===== config.mk =====
export PLATFORM = sky130hd
export DESIGN_NAME = duty_ramp
export DESIGN_NICKNAME = d
export VERILOG_FILES = /design/src/rtl/duty_ramp_pkg.sv /design/src/rtl/ramp_tick.sv /design/src/rtl/duty_ramp.sv
export SDC_FILE = /design/constraint.sdc
export NUM_CORES = 1
export LEC_CHECK = 0
export ABC_AREA = 0
export BUFFER_PORTS_ARGS = -buffer_cell sky130_fd_sc_hd__buf_2
export CORE_UTILIZATION = 25
export CTS_BUF_LIST = sky130_fd_sc_hd__clkbuf_8 sky130_fd_sc_hd__clkbuf_16
export DETAILED_ROUTE_END_ITERATION = 8
export PLACE_DENSITY = 0.49
export REMOVE_ABC_BUFFERS = 1
export SYNTH_ARGS = -nofsm -noshare
export SYNTH_HDL_FRONTEND = slang
export SYNTH_SLANG_ARGS = --single-unit

===== constraint.sdc =====
create_clock -name clk -period 5.3 [get_ports clk]
set_input_delay 1.06 -clock clk [delete_from_list [all_inputs] [get_ports clk]]
set_output_delay 1.06 -clock clk [all_outputs]
set_load 0.01 [all_outputs]

===== src/rtl/duty_ramp_pkg.sv =====
// Shared types and helpers for the duty_ramp motor command stage.
package duty_ramp_pkg;

  typedef enum logic [1:0] {
    RUN,
    DECEL,
    DEAD,
    HALT
  } ramp_state_t;

  localparam logic DIR_FWD = 1'b0;
  localparam logic DIR_REV = 1'b1;

  // Wide enough for any sign-extended command; callers narrow the result.
  localparam int unsigned MAG_W = 32;

  function automatic logic [MAG_W-1:0] sat_mag(input logic [MAG_W-1:0] cmd,
                                               input logic [MAG_W-1:0] limit);
    logic [MAG_W-1:0] mag;
    mag = cmd[MAG_W-1] ? (~cmd + MAG_W'(1)) : cmd;
    return (mag > limit) ? limit : mag;
  endfunction

endpackage


===== src/rtl/ramp_tick.sv =====
// Free-running prescaler: one-cycle tick every RAMP_DIV clocks.
module ramp_tick #(
  parameter int unsigned RAMP_DIV = 125000
) (
  input  logic clk,
  input  logic reset,
  output logic tick
);

  localparam int unsigned CW = (RAMP_DIV > 1) ? $clog2(RAMP_DIV) : 1;
  localparam logic [CW-1:0] LAST = CW'(RAMP_DIV - 1);

  logic [CW-1:0] count;

  assign tick = (count == LAST);

  always_ff @(posedge clk or negedge reset) begin
    if (!reset) begin
      count <= '0;
    end else if (tick) begin
      count <= '0;
    end else begin
      count <= count + CW'(1);
    end
  end

endmodule


===== src/rtl/duty_ramp.sv =====
// Slew-limited duty/direction/brake command stage ahead of pwm.
// Optional DUTY_RAMP_CLAMP_EN adds a live duty_max clamp on the target.
module duty_ramp
  import duty_ramp_pkg::*;
#(
  parameter int unsigned R          = 16,
  parameter int unsigned STEP       = 256,
  parameter int unsigned RAMP_DIV   = 125000,
  parameter int unsigned DEAD_TICKS = 10
) (
  input  logic         clk,
  input  logic         reset,
  input  logic         enable,
  input  logic [R+1:0] cmd,
  input  logic         cmd_valid,
`ifdef DUTY_RAMP_CLAMP_EN
  input  logic [R:0]   duty_max,
`endif
  output logic [R:0]   duty,
  output logic         dir,
  output logic         brake,
  output logic         at_target
);

  localparam int unsigned DW    = R + 2;
  localparam int unsigned CNT_W = $clog2(DEAD_TICKS + 1);

  localparam logic [DW-1:0]    FULL     = {2'b01, {R{1'b0}}};
  localparam logic [DW-1:0]    STEP_W   = DW'(STEP);
  localparam logic [CNT_W-1:0] DEAD_END = CNT_W'(DEAD_TICKS - 1);

  ramp_state_t      state, state_n;
  logic [R:0]       duty_n, tgt_mag, tgt_mag_n, eff_mag, eff_mag_n;
  logic             dir_n, brake_n, at_target_n, tgt_dir, tgt_dir_n;
  logic [CNT_W-1:0] dead_cnt, dead_n;
  logic [MAG_W-1:0] cmd_ext;
  logic             tick;

  ramp_tick #(.RAMP_DIV(RAMP_DIV)) u_tick (
    .clk   (clk),
    .reset (reset),
    .tick  (tick)
  );

  // One STEP toward tgt without overshoot; R+2 bits so nothing wraps.
  function automatic logic [R:0] step_toward(input logic [R:0] cur,
                                             input logic [R:0] tgt);
    logic [DW-1:0] c, t, up, dn, r;
    c  = DW'(cur);
    t  = DW'(tgt);
    up = c + STEP_W;
    dn = (c > STEP_W) ? (c - STEP_W) : '0;
    if (c < t) begin
      r = (up > t) ? t : up;
    end else if (c > t) begin
      r = (dn < t) ? t : dn;
    end else begin
      r = c;
    end
    return (R+1)'(r);
  endfunction

  always_comb begin
    cmd_ext   = {{(MAG_W-DW){cmd[R+1]}}, cmd};
    tgt_mag_n = tgt_mag;
    tgt_dir_n = tgt_dir;
    if (cmd_valid) begin
      tgt_mag_n = (R+1)'(sat_mag(cmd_ext, MAG_W'(FULL)));
      if (cmd != '0) begin
        tgt_dir_n = cmd[R+1] ? DIR_REV : DIR_FWD;
      end
    end
  end

  // The clamp acts on the stored target each cycle, so a lowered duty_max
  // is reached through the normal slew path rather than a jump.
  always_comb begin
`ifdef DUTY_RAMP_CLAMP_EN
    eff_mag   = (R+1)'(sat_mag(MAG_W'(tgt_mag), MAG_W'(duty_max)));
    eff_mag_n = (R+1)'(sat_mag(MAG_W'(tgt_mag_n), MAG_W'(duty_max)));
`else
    eff_mag   = tgt_mag;
    eff_mag_n = tgt_mag_n;
`endif
  end

  always_comb begin
    state_n = state;
    duty_n  = duty;
    dir_n   = dir;
    brake_n = brake;
    dead_n  = dead_cnt;
    if (!enable) begin
      state_n = HALT;
      duty_n  = '0;
      brake_n = 1'b1;
      dead_n  = '0;
    end else begin
      unique case (state)
        HALT: begin
          state_n = RUN;
          brake_n = 1'b0;
          dir_n   = tgt_dir;
        end
        RUN, DECEL: begin
          if (tick) begin
            if (tgt_dir == dir) begin
              state_n = RUN;
              duty_n  = step_toward(duty, eff_mag);
            end else begin
              state_n = DECEL;
              duty_n  = step_toward(duty, '0);
              if (duty_n == '0) begin
                state_n = DEAD;
                brake_n = 1'b1;
                dead_n  = '0;
              end
            end
          end
        end
        DEAD: begin
          if (tick) begin
            if (dead_cnt == DEAD_END) begin
              state_n = RUN;
              brake_n = 1'b0;
              dir_n   = tgt_dir;
              dead_n  = '0;
            end else begin
              dead_n = dead_cnt + CNT_W'(1);
            end
          end
        end
        default: state_n = RUN;
      endcase
    end
    // Built from next-cycle values so the flag lines up with registered duty.
    at_target_n = (state_n == RUN) && (duty_n == eff_mag_n) &&
                  (dir_n == tgt_dir_n) && enable;
  end

  always_ff @(posedge clk or negedge reset) begin
    if (!reset) begin
      state     <= RUN;
      duty      <= '0;
      dir       <= DIR_FWD;
      brake     <= 1'b0;
      at_target <= 1'b1;
      tgt_mag   <= '0;
      tgt_dir   <= DIR_FWD;
      dead_cnt  <= '0;
    end else begin
      state     <= state_n;
      duty      <= duty_n;
      dir       <= dir_n;
      brake     <= brake_n;
      at_target <= at_target_n;
      tgt_mag   <= tgt_mag_n;
      tgt_dir   <= tgt_dir_n;
      dead_cnt  <= dead_n;
    end
  end

endmodule

# Yosys cells after proc, flatten, opt, wreduce, memory -nomap -nowiden
# Cells that the tools add are included.
[classes] addsub=5 n_lt_le_gt_ge=8 eq_ne=14 mux=47 bitwise_logic=1 reduce_logical=10
[op_table] cell="$mux W17" count=17
[op_table] cell="$add A32 B1 Y32 const B" count=1
[op_table] cell="$gt A32 B17 Y1 const B" count=1
[op_table] cell="$mux W32" count=1
[op_table] cell="$not A32 Y32" count=1
[op_table] cell="$mux W4" count=6
[op_table] cell="$add A17 B9 Y18 const B" count=1
[op_table] cell="$gt A18 B17 Y1" count=1
[op_table] cell="$lt A18 B1 Y1 const B" count=1
[op_table] cell="$lt A18 B17 Y1" count=1
[op_table] cell="$mux W18" count=1
[op_table] cell="$reduce_bool A18 Y1" count=1
[op_table] cell="$sub A17 B9 Y18 const B" count=1
[op_table] cell="$add A17 B1 Y17 const B" count=1
[op_table] cell="$eq A17 B17 Y1" count=1
[op_table] cell="$eq A17 B17 Y1 const B" count=1
[op_table] cell="$gt A17 B1 Y1 const B" count=1
[op_table] cell="$gt A17 B17 Y1" count=1
[op_table] cell="$gt A17 B9 Y1 const B" count=1
[op_table] cell="$logic_not A17 Y1" count=1
[op_table] cell="$lt A17 B17 Y1" count=1
[op_table] cell="$ne A3 B3 Y1 const B" count=5
[op_table] cell="$mux W1" count=12
[op_table] cell="$mux W2" count=6
[op_table] cell="14 further kinds" count=20
[word_totals] register_bits=61 out_inout_bits=20 elab_cells=94

# Depth between registers and ports, before layout
# Gate-level depths: netlist of the first run.
[depth] depth_word=19 depth_mapped=21 mapped_depth_nobuf=17

# Cells and area by module
# A second synthesis of the first run with hierarchy kept.
[unflattened] cells_unflattened=717 hier_area_um2=5960.7
[by_module_without_submodules] mod="duty_ramp" n_inst=1 cells_each=641 area_per_inst_um2=5111.2 seq_area_each_um2=1102.3
[by_module_without_submodules] mod="ramp_tick" n_inst=1 cells_each=76 area_per_inst_um2=849.6 seq_area_each_um2=425.4

# Worst setup path before layout of the first run
# No wires, ideal clock.
[synth_path] path_kind="register to register" start="register duty[8]" end="register at_target" setup_time_ns=0.090 arrival_time_ns=4.442 slack_ns=0.768 stages_incl_launch_ff=21 path_buffers=3 period_less_slack_ns=4.532 cell_sequence="dfrtp_1 > clkbuf_1 > inv_1 > ha_1 > clkbuf_1 > a31oi_1 > nor2_1 > buf_2 > a21oi_1 > ha_1 > a21oi_1 > nor3_1 > a2111oi_2 > nand4_4 > nand2_4 > o21ai_1 > a221oi_1 > xor2_1 > a2111oi_0 > nand4_1 > nor4_2"
[synth_lines] element="from (decl)" line_no="duty_ramp.sv:19" rtl="output logic [R:0] duty,"
[synth_lines] element="from (signal assigned)" line_no="duty_ramp.sv:153" rtl="duty <= duty_n;"
[synth_lines] element="$sub A17 B9 Y18 or $gt A17 B9 Y1 (tied branches)" line_no="duty_ramp.sv:52" rtl="dn = (c > STEP_W) ? (c - STEP_W) : '0;"
[synth_lines] element="$mux W18" line_no="duty_ramp.sv:52"
[synth_lines] element="$lt A18 B1 Y1" line_no="duty_ramp.sv:56" rtl="r = (dn < t) ? t : dn;"
[synth_lines] element="$mux W17" line_no="duty_ramp.sv:56"
[synth_lines] element="$mux W17" line_no="duty_ramp.sv:55" rtl="end else if (c > t) begin"
[synth_lines] element="$mux W17" line_no="duty_ramp.sv:107" rtl="if (tgt_dir == dir) begin"
[synth_lines] element="$mux W17" line_no="duty_ramp.sv:106" rtl="if (tick) begin"
[synth_lines] element="$mux W17" line_no="duty_ramp.sv:99" rtl="unique case (state)"
[synth_lines] element="(+2 left out)"
[synth_lines] element="$mux W17 *" line_no="duty_ramp.sv:106"
[synth_lines] element="$mux W17 *" line_no="duty_ramp.sv:99"
[synth_lines] element="$mux W17 *" line_no="duty_ramp.sv:93" rtl="if (!enable) begin"
[synth_lines] element="named net duty_n[5]" line_no="duty_ramp.sv:33" rtl="logic [R:0] duty_n, tgt_mag, tgt_mag_n, eff_mag, eff_mag_n;"
[synth_lines] element="$eq A17 B17 Y1 *" line_no="duty_ramp.sv:137" rtl="at_target_n = (state_n == RUN) && (duty_n == eff_mag_n) &&"
[synth_lines] element="$logic_and A1 B1 Y1 * (2 in series)" line_no="duty_ramp.sv:137"
[synth_lines] element="$logic_and A1 B1 Y1 *" line_no="duty_ramp.sv:138" rtl="(dir_n == tgt_dir_n) && enable;"
[synth_lines] element="named net at_target_n" line_no="duty_ramp.sv:34" rtl="logic dir_n, brake_n, at_target_n, tgt_dir, tgt_dir_n;"
[synth_lines] element="to (signal assigned)" line_no="duty_ramp.sv:156" rtl="at_target <= at_target_n;"
[synth_lines] element="to (decl)" line_no="duty_ramp.sv:22" rtl="output logic at_target"
# The timed path passes the listed nets; every way through them passes the cells marked *. The select of a mux whose other input is x is not followed.
# A chain may end at the register's enable or synchronous reset.

# Final worst setup path of the first run
[layout_path] start="register duty[10]" end="register at_target"
# Same word-level chain as after synthesis.

==> flow_summary.toml, run 1 <==
[power]
comb_power_share = 0.217
power.density_nw_per_um2 = 220
clock_power_share = 0.454
swShare = 0.300
pwr-share-seq = 0.329
p_sw_mw = 0.457
p_leak_nw = 3.02
p_int_mw = 1.07
peakVddDrop_mv = 0.166

[synthesis]
avgSynthCellArea_um2 = 8.16
synth-edff-count = 0
ys_async_sr_fraction = 1.00
ys.flop_type = "dfrtp_1"
synth_seq_area_share = 0.259
synth_cell_type_count = 85
syn_area_um2 = 5890
ys_warn_count = 0
syn_inst = 722
ys_seq_elements = 61

[timing]
tightest_slew_ns = 0.812
fin_skew_ns = 0.00438
post-route-min-period_ns = 4.95
relSlewSlack = 0.459
rsz0062_at_grt = "false"
holdWs_ns = 0.486
hold_viol_final = 0
setup_violations = 0
finalMaxSlewViolations = 0
max_freq_ghz = 0.202
finalSetupTns_ns = 0
fin_crit_sh = 0.934

[critical_path]
cp-endpoint = "at_target"
crit_type = "flip-flop to flip-flop"
cp_cell_sequence = "buf_4, and4_1, nand3_1, xnor2_1, ha_1, nand3_1, nor3_2, nand3_1, a21bo_2, o31a_1, o2111ai_1, o21ai_0, xnor2_1, a2111oi_0, nand4_1, nor4_2"
crit_top_cell = "nand3_1"
startpoint = "duty[10]"
worst-path-max-fanout = 10
crit_required_ns = 5.54
cp.arrival_ns = 5.20
path_buf_inv = 1
r2r_slack_ns = 0.35
cp.depth = 16
reg2regPathDepth = 16
cp-end-kind = "flip-flop"
regToRegStartpoint = "duty[10]"
critPathTopFamily = "compound AO/OA/AOI/OAI gates"
r2r_end = "at_target"
cpPeakStageDelay_ns = 0.54
critPathSlowestCell = "dfrtp_1"
startpoint_type = "flip-flop"

[grt]
grt_start_max_net_pins = 45
grt_pass1_vias = 5681
grt_pass1_wl_mm = 31.6
antenna_found_initial = 0
grt_usage = 0.167
overflow = 0

[clocking]
clk_latency_ns = 0.33
cts_tree = "built"
clkSinkCount = 61
numCtsBuffers = 9
clock_path_buffers = 2
root_buffer = "clkbuf_16"
path_clk_slew_ns = 0.06
ctsHoldBuffers = 0
cts_max_level = 3

[layout]
final_cell_area_um2 = 6910
utilization = 0.303
num_antenna_cells = 0
layout-drive-gt1-share = 0.140
area_growth_pct = 17.4
fin_nets = 841

[floorplan]
num_io_pins = 42
initial_core_util = 0.258
die_h_um = 155
dieArea_um2 = 24200
core-area_um2 = 22800
rows = 55
fp.dieW_um = 155

[outcome]
status = "completed"

[route]
drtPass1Iterations = 6
vias = 5827
routed_wl_mm = 19.9
ant_nets = 0
drt_iter0_drc = 386
wl_per_cell_um = 18.3
drc = 0
viasPerCell = 5.36

[min_path]
min_from = "dead_cnt[3]"
min_path_type = "flip-flop to flip-flop"

[placed_design]
routabilityCongestion = 0.898
io_buffers = 41
post_dp_cell_area_um2 = 6520
dp_hpwl_mm = 15.7

[job]
drv_cap = 0
## power groups by stage
stage	clock network, mW	registers (mW)	logic [mW]
final	0.691	0.502	0.331
after global routing	0.720	0.504	0.363
after CTS	0.706	0.501	0.323
after detailed placement	0	0.509	0.321
after global placement	0	0.509	0.323
after floorplan	0	0.505	0.201
## timing repair
item | 4_1_cts | 5_1_grt
gates resized for setup | 0 | 3
setup buffers | 0 | 3
setup endpoints to repair | 0 | 1
## state kept, by name, summed over array words and instances, names as in the netlist
register	flops
at_target	1
u_tick.count	17
dir	1
tgt_dir	1
duty	17
eff_mag	17
brake	1
dead_cnt	4
state	2
## metrics by stage
stage	instances	power (mW)	worst slack, ns
2_1_floorplan	691	0.705	0.867
3_3_place_gp	1068	0.832	0.265
3_5_place_dp	1068	0.830	0.321
4_1_cts	1084	1.53	0.296
5_1_grt	1087	1.59	0.0514
6_report	1087	1.52	0.348
## synthesized netlist by cell type (all sizes together), types with 4 or more instances
| cell | count | area [µm²] |
|---|---|---|
| and2 | 14 | 87.6 |
| clkbuf | 23 | 86.3 |
| a41oi | 4 | 35.0 |
| o41ai | 4 | 35.0 |
| dfrtp | 60 | 1500 |
| nand2 | 70 | 273 |
| inv | 37 | 139 |
| mux2i | 7 | 70.1 |
| a211oi | 7 | 67.6 |
| xnor2 | 29 | 254 |
| nor2b | 6 | 37.5 |
| nor4 | 13 | 130 |
| and4 | 6 | 52.6 |
| nand4 | 19 | 134 |
| nor4b | 6 | 58.8 |
| o2111ai | 5 | 43.8 |
| a32o | 4 | 41.3 |
| a21oi | 51 | 259 |
| nor2 | 55 | 206 |
| xor2 | 26 | 228 |
| buf | 8 | 53.8 |
| nor3 | 13 | 65.1 |
| a31oi | 11 | 68.8 |
| nand3 | 27 | 135 |
| o211ai | 10 | 75.1 |
| o21ai | 48 | 248 |
| or3 | 6 | 37.5 |
| a22oi | 4 | 30.0 |
| and3 | 9 | 56.3 |
| ha | 50 | 626 |
| a21o | 6 | 45.0 |
| o31ai | 12 | 90.1 |
| or2 | 5 | 31.3 |
| o22ai | 13 | 81.3 |
## cell type report
class,count,area [µm²]
clock buffers,10,239
flip-flops and latches,61,1530
clock inverters,6,109
multi-input cells,592,4100
inverters,38,143
repair buffers,67,400
well taps,313,392
fillers,2517,15900
## how the worst min path moves through the flow
stage	end	slack (ns)	cells after the start
after detailed placement	dead_cnt[3]	0.48	1
after global placement	dead_cnt[3]	0.47	1
after floorplan	dead_cnt[3]	0.45	1
final	dead_cnt[3]	0.49	1
after CTS	dead_cnt[3]	0.49	1
after global routing	dead_cnt[3]	0.50	1
## cells by family after synthesis
| kind of cell | Yosys count | synth area share |
|---|---|---|
| XOR/XNOR | 55 | 0.0818 |
| buffers and inverters | 69 | 0.0480 |
| adder cells (fa/ha/maj) | 50 | 0.106 |
| flip-flops | 61 | 0.259 |
| multiplexers | 7 | 0.0119 |
| AND/OR/NAND/NOR | 263 | 0.241 |
| AO/OA/AOI/OAI | 217 | 0.251 |
## layout by cell type (no fill, tap or decap), types with 7 or more instances in the layout
master	count
nand4_1	18
nor4_1	8
inv_1	37
o21ai_0	35
a21oi_1	50
and2_1	13
clkbuf_16	9
nand2_1	68
a31oi_1	11
nor3_1	12
ha_1	50
mux2i_1	7
nor2_1	55
buf_2	41
o211ai_1	10
buf_4	26
xnor2_1	29
dfrtp_1	60
o22ai_1	13
o21ai_1	11
xor2_1	26
and3_1	9
nand3_1	27
o31ai_1	12
## metal layers
metal	global-route usage	wire, µm	share of wire
met5	0	0	0
met4	0.0476	310	0.016
met3	0.0270	1220	0.061
met2	0.251	8470	0.43
met1	0.243	9860	0.50
No activity file was read; power rests on OpenSTA's default activity.
==> inputs of run 2 (changes only) <==
--- a/config.mk
+++ b/config.mk
@@ -14,4 +14,5 @@
 export REMOVE_ABC_BUFFERS = 1
 export SYNTH_ARGS = -nofsm -noshare
 export SYNTH_HDL_FRONTEND = slang
+export SYNTH_HIERARCHICAL = 1
 export SYNTH_SLANG_ARGS = --single-unit
==> flow_summary.toml, run 2 <==
[route]
vias = 5808
wl_per_cell_um = 18.7
drt_iter0_drc = 499
ant_nets = 0
routed_wl_mm = 20.7
viasPerCell = 5.25
drc = 0
drtPass1Iterations = 5

[synthesis]
ys_warn_count = 6
avgSynthCellArea_um2 = 8.31
yosysTopAreaCellShare = 0.252
syn_inst = 717
synth_seq_area_share = 0.256
syn_area_um2 = 5960
synth-edff-count = 0
ys_async_sr_fraction = 1.00
ys.flop_type = "dfrtp_1"
synth_most_common_cell = "nand2_1"
ys_top_cells_by_count = "63 x nand2_1, 60 x dfrtp_1, 54 x nor2_1, 50 x ha_1, 39 x o21ai_0"
synth_cell_type_count = 83
synth_top_area_cell = "dfrtp_1"
yosys-top-cells-area = "dfrtp_1 25%, ha_1 10%, xnor2_1 4.1%"
ys_seq_elements = 61

[timing]
setup_violations = 0
max_freq_ghz = 0.201
tightest_slew_ns = 1.08
hold_viol_final = 0
fin_crit_sh = 0.940
relSlewSlack = 0.276
finalMaxSlewViolations = 0
finalSetupTns_ns = 0
rsz0062_at_grt = "false"
holdWs_ns = 0.506
post-route-min-period_ns = 4.98
fin_skew_ns = 0.0101

[critical_path]
crit_type = "flip-flop to flip-flop"
cp-end-kind = "flip-flop"
startpoint_type = "flip-flop"
crit_required_ns = 5.55
cpPeakStageDelay_ns = 0.50
regToRegStartpoint = "duty[8]"
cp.arrival_ns = 5.23
worst-path-max-fanout = 12
cp_cell_sequence = "buf_4, ha_1, a31oi_1, nor2_1, buf_4, nor2_1, ha_1, nand4_1, nor2_1, a221o_1, or3_1, or3_1, a221oi_1, nor4_1, buf_4, xnor2_1, o31ai_1, a2111o_1, nor4_2"
startpoint = "duty[8]"
critPathSlowestCell = "or3_1"

[grt]
grt_pass1_vias = 5723
overflow = 0
grt_pass1_wl_mm = 33.0
antenna_found_initial = 0
grt_start_max_net_pins = 62
grt_usage = 0.175

[layout]
layout_commonest_cell = "nand2_1"
num_antenna_cells = 0
layout-drive-gt1-share = 0.169
layout_common_cells = "63 x nand2_1, 60 x dfrtp_1, 54 x nor2_1"
area_growth_pct = 19.7
fin_nets = 855
fillCellCount = 2554

[clocking]
clkSinkCount = 61
cts_max_level = 3
path_clk_slew_ns = 0.06
root_buffer = "clkbuf_16"
clock_path_buffers = 2
cts_tree = "built"
numCtsBuffers = 9
ctsHoldBuffers = 0
clk_latency_ns = 0.33

[power]
peakVddDrop_mv = 0.142
power.density_nw_per_um2 = 209
p_leak_nw = 3.18

[floorplan]
core-area_um2 = 23400
die_h_um = 156
dieArea_um2 = 24500
fp.dieW_um = 156
num_io_pins = 42
rows = 56
initial_core_util = 0.255

[min_path]
min_from = "u_tick/count[12]"
min_path_type = "flip-flop to flip-flop"

[placed_design]
routabilityCongestion = 0.950
io_buffers = 41
dp_hpwl_mm = 16.5

[job]
drv_cap = 0

[outcome]
status = "completed"
run 2: cell count changes after synthesis, sizes merged, moves of 6 or more:
cell   change
nand2      -7
o21ai      -6
a21oi     -16
mux2       +7
nor4       +9
run 2: final cells by class:
cell class	count	area [µm²]	share of cell area
Inverter	38	143	0.0200
Clock inverter	7	121	0.0170
Timing Repair Buffer	84	541	0.0758
Tap cell	319	399	0.0559
Multi-Input combinational cell	589	4180	0.586
Clock buffer	9	225	0.0316
Sequential cell	61	1530	0.214
run 2: kinds of logic after synthesis:
family | share of synthesized area
xor gates and xnor gates | 0.0764
and+or+nand+nor | 0.254
adders and majority gates | 0.105
buffers and inverters | 0.0466
DFF | 0.256
muxes | 0.0323
AOI/OAI and AO/OA | 0.229
run 2: critical path: cells and delay by family (launching register included):
family                   cells  cell delay, ns
flip-flops                   1            0.37
adder cells (fa/ha/maj)      2            0.53
XOR/XNOR                     1            0.20
AO/OA/AOI/OAI                5            1.38
buffers and inverters        3            0.53
AND/OR/NAND/NOR              8            1.89
run 2: repair_timing:
action,4_1_cts,5_1_grt
endpoints found under the hold margin,0,0
setup endpoints to repair,0,1
resized for setup,0,4
setup buffers,0,4
run 2: worst paths after layout:
kind,end,slack (ns),depth (start not counted)
min in group asynchronous,u_tick/count[4],0.89,2
setup reg to reg,at_target,0.32,19
hold reg to reg,u_tick/count[12],0.51,1
hold / removal,u_tick/count[12],0.51,1
max in group asynchronous,eff_mag[6],3.86,2
setup / recovery,at_target,0.32,19
run 2: through the flow:
| stage | power, mW | util | instance area [µm²] | std cells | setup WS, ns |
|---|---|---|---|---|---|
| after floorplan | 0.695 | - | 5830 | 688 | 0.293 |
| after global placement | 0.813 | 0.287 | 6720 | 1087 | 0.138 |
| after detailed placement | 0.813 | 0.287 | 6720 | 1087 | 0.0646 |
| after CTS | 1.50 | 0.302 | 7070 | 1103 | 0.0655 |
| after global routing | 1.56 | 0.305 | 7130 | 1107 | 0.0150 |
| final | 1.49 | 0.305 | 7130 | 1107 | 0.318 |
run 2: where the power goes:
group / switching [mW] / internal [mW]
Clock: 0.220 / 0.461
Combinational: 0.196 / 0.105
Sequential: 0.0216 / 0.487
run 2: per-layer routing:
metal	vias up	share of wire	global-route usage	wire length, µm
met3	35	0.064	0.0332	1320
met1	2773	0.49	0.253	10100
met2	186	0.42	0.261	8780
met5	-	0	0	0
li1	2814	-	-	-
met4	0	0.022	0.0509	455
==> inputs of run 3 (changes only) <==
==> constraint.sdc (replaced) <==
create_clock -name clk -period 5.3 [get_ports clk]
set_input_delay 1.325 -clock clk [delete_from_list [all_inputs] [get_ports clk]]
set_output_delay 1.325 -clock clk [all_outputs]
set_load 0.01 [all_outputs]
==> flow_summary.toml, run 3 (synthesized netlist as in run 2, its figures left out) <==
[outcome]
status = "completed"

[job]
drv_cap = 0

[clocking]
root_buffer = "clkbuf_16"
path_clk_slew_ns = 0.06
cts_tree = "built"
clkSinkCount = 61
ctsHoldBuffers = 0
clock_path_buffers = 2
numCtsBuffers = 9
cts_max_level = 3
clk_latency_ns = 0.33

[timing]
post-route-min-period_ns = 5.07
rsz0062_at_grt = "false"
finalSetupTns_ns = 0
finalMaxSlewViolations = 0
holdWs_ns = 0.502
hold_viol_final = 0
relSlewSlack = 0.390
setup_violations = 0
fin_crit_sh = 0.957
max_freq_ghz = 0.197
tightest_slew_ns = 0.912
fin_skew_ns = 0.00799

[placed_design]
routabilityCongestion = 0.961
dp_hpwl_mm = 16.6
io_buffers = 41

[layout]
fin_nets = 856
num_antenna_cells = 0
layout-drive-gt1-share = 0.170
area_growth_pct = 19.8
layout_common_cells = "63 x nand2_1, 60 x dfrtp_1, 54 x nor2_1"
layout_commonest_cell = "nand2_1"

[floorplan]
dieArea_um2 = 24500
die_h_um = 156
num_io_pins = 42
initial_core_util = 0.255
core-area_um2 = 23400
rows = 56
fp.dieW_um = 156

[power]
swShare = 0.281
comb_power_share = 0.203
power.density_nw_per_um2 = 213
p_int_mw = 1.09
p_sw_mw = 0.427
peakVddDrop_mv = 0.139
clock_power_share = 0.462
p_leak_nw = 3.17
pwr-share-seq = 0.335

[grt]
grt_pass1_wl_mm = 32.7
grt_start_max_net_pins = 35
antenna_found_initial = 0
grt_pass1_vias = 5689
overflow = 0
grt_usage = 0.173

[route]
drtPass1Iterations = 5
routed_wl_mm = 20.9
vias = 5927
ant_nets = 0
drt-met1-wl_mm = 10.0
highest_layer = "met4"
wl_per_cell_um = 18.8
drc = 0
wl_met2_mm = 8.90
wl_met3_mm = 1.46
viasPerCell = 5.35
drt_iter0_drc = 411

[critical_path]
cp-end-kind = "flip-flop"
crit_type = "flip-flop to flip-flop"
worst-path-max-fanout = 9
cp.arrival_ns = 5.31
crit_required_ns = 5.54
startpoint_type = "flip-flop"

[min_path]
min_path_type = "flip-flop to flip-flop"
run 3: cell count changes in the layout (fill, tap and decap cells not counted), sizes merged:
cell    previous run  this run
nor2              55        56
clkbuf             9        12
clkinv             3         0
run 3: stage by stage:
| stage | area (µm²) | setup slack (ns) | power, mW | utilization | instances |
|---|---|---|---|---|---|
| final | 7140 | 0.230 | 1.52 | 0.305 | 1108 |
| after global routing | 7140 | 0.0730 | 1.58 | 0.305 | 1108 |
| after CTS | 7090 | 0.0165 | 1.53 | 0.303 | 1104 |
| after detailed placement | 6730 | 0.00605 | 0.819 | 0.288 | 1088 |
| after global placement | 6730 | 0.0801 | 0.819 | 0.288 | 1088 |
| after floorplan | 5830 | 0.293 | 0.695 | - | 688 |
run 3: routing by layer:
metal,global-route usage,vias to the layer above
li1,-,2819
met4,0.0607,0
met3,0.0222,32
met2,0.261,250
met1,0.251,2826
met5,0,-
run 3: final cells by class:
type	instances	area, µm²
clock buffers	12	267
clock inverters	4	93.8
fillers	2537	16300
inverters	38	143
multi-input cells	590	4180
flip-flops and latches	61	1530
well taps	319	399
repair buffers	84	528
run 3: what timing repair did:
| action | in CTS | in global routing |
|---|---|---|
| buffers inserted | 0 | 3 |
| setup endpoints to repair | 0 | 1 |
| resized for setup | 0 | 3 |
run 3: power by group through the flow:
stage	clock, mW	sequential, mW	combinational [mW]
after floorplan	0	0.510	0.185
after global placement	0	0.516	0.302
after detailed placement	0	0.516	0.302
after CTS	0.717	0.508	0.304
after global routing	0.731	0.511	0.338
final	0.702	0.509	0.308
run 3: final timing paths:
kind	startpoint	depth (start not counted)	to	slack (ns)
max	duty[0]	16	at_target	0.23
min in group asynchronous	reset	1	u_tick/count[4]	1.08
max in group asynchronous	reset	2	at_target	3.30
min reg2reg	u_tick/count[12]	1	u_tick/count[12]	0.50
min	u_tick/count[12]	1	u_tick/count[12]	0.50
max reg2reg	duty[0]	16	at_target	0.23
run 3: critical path: stages (launching register included):
cell and delay (ns):
dfrtp_1 0.38, nor4_2 0.48, a31oi_1 0.27, or2_2 0.41
and2_1 0.20, ha_1 0.31, a21oi_1 0.14, o21ai_0 0.12
a221o_1 0.35, or3_4 0.45, nor2_4 0.29, mux2i_1 0.34
nor4_1 0.09, nor3_1 0.19, nand4_1 0.12, or4_1 0.54
nor4_2 0.29
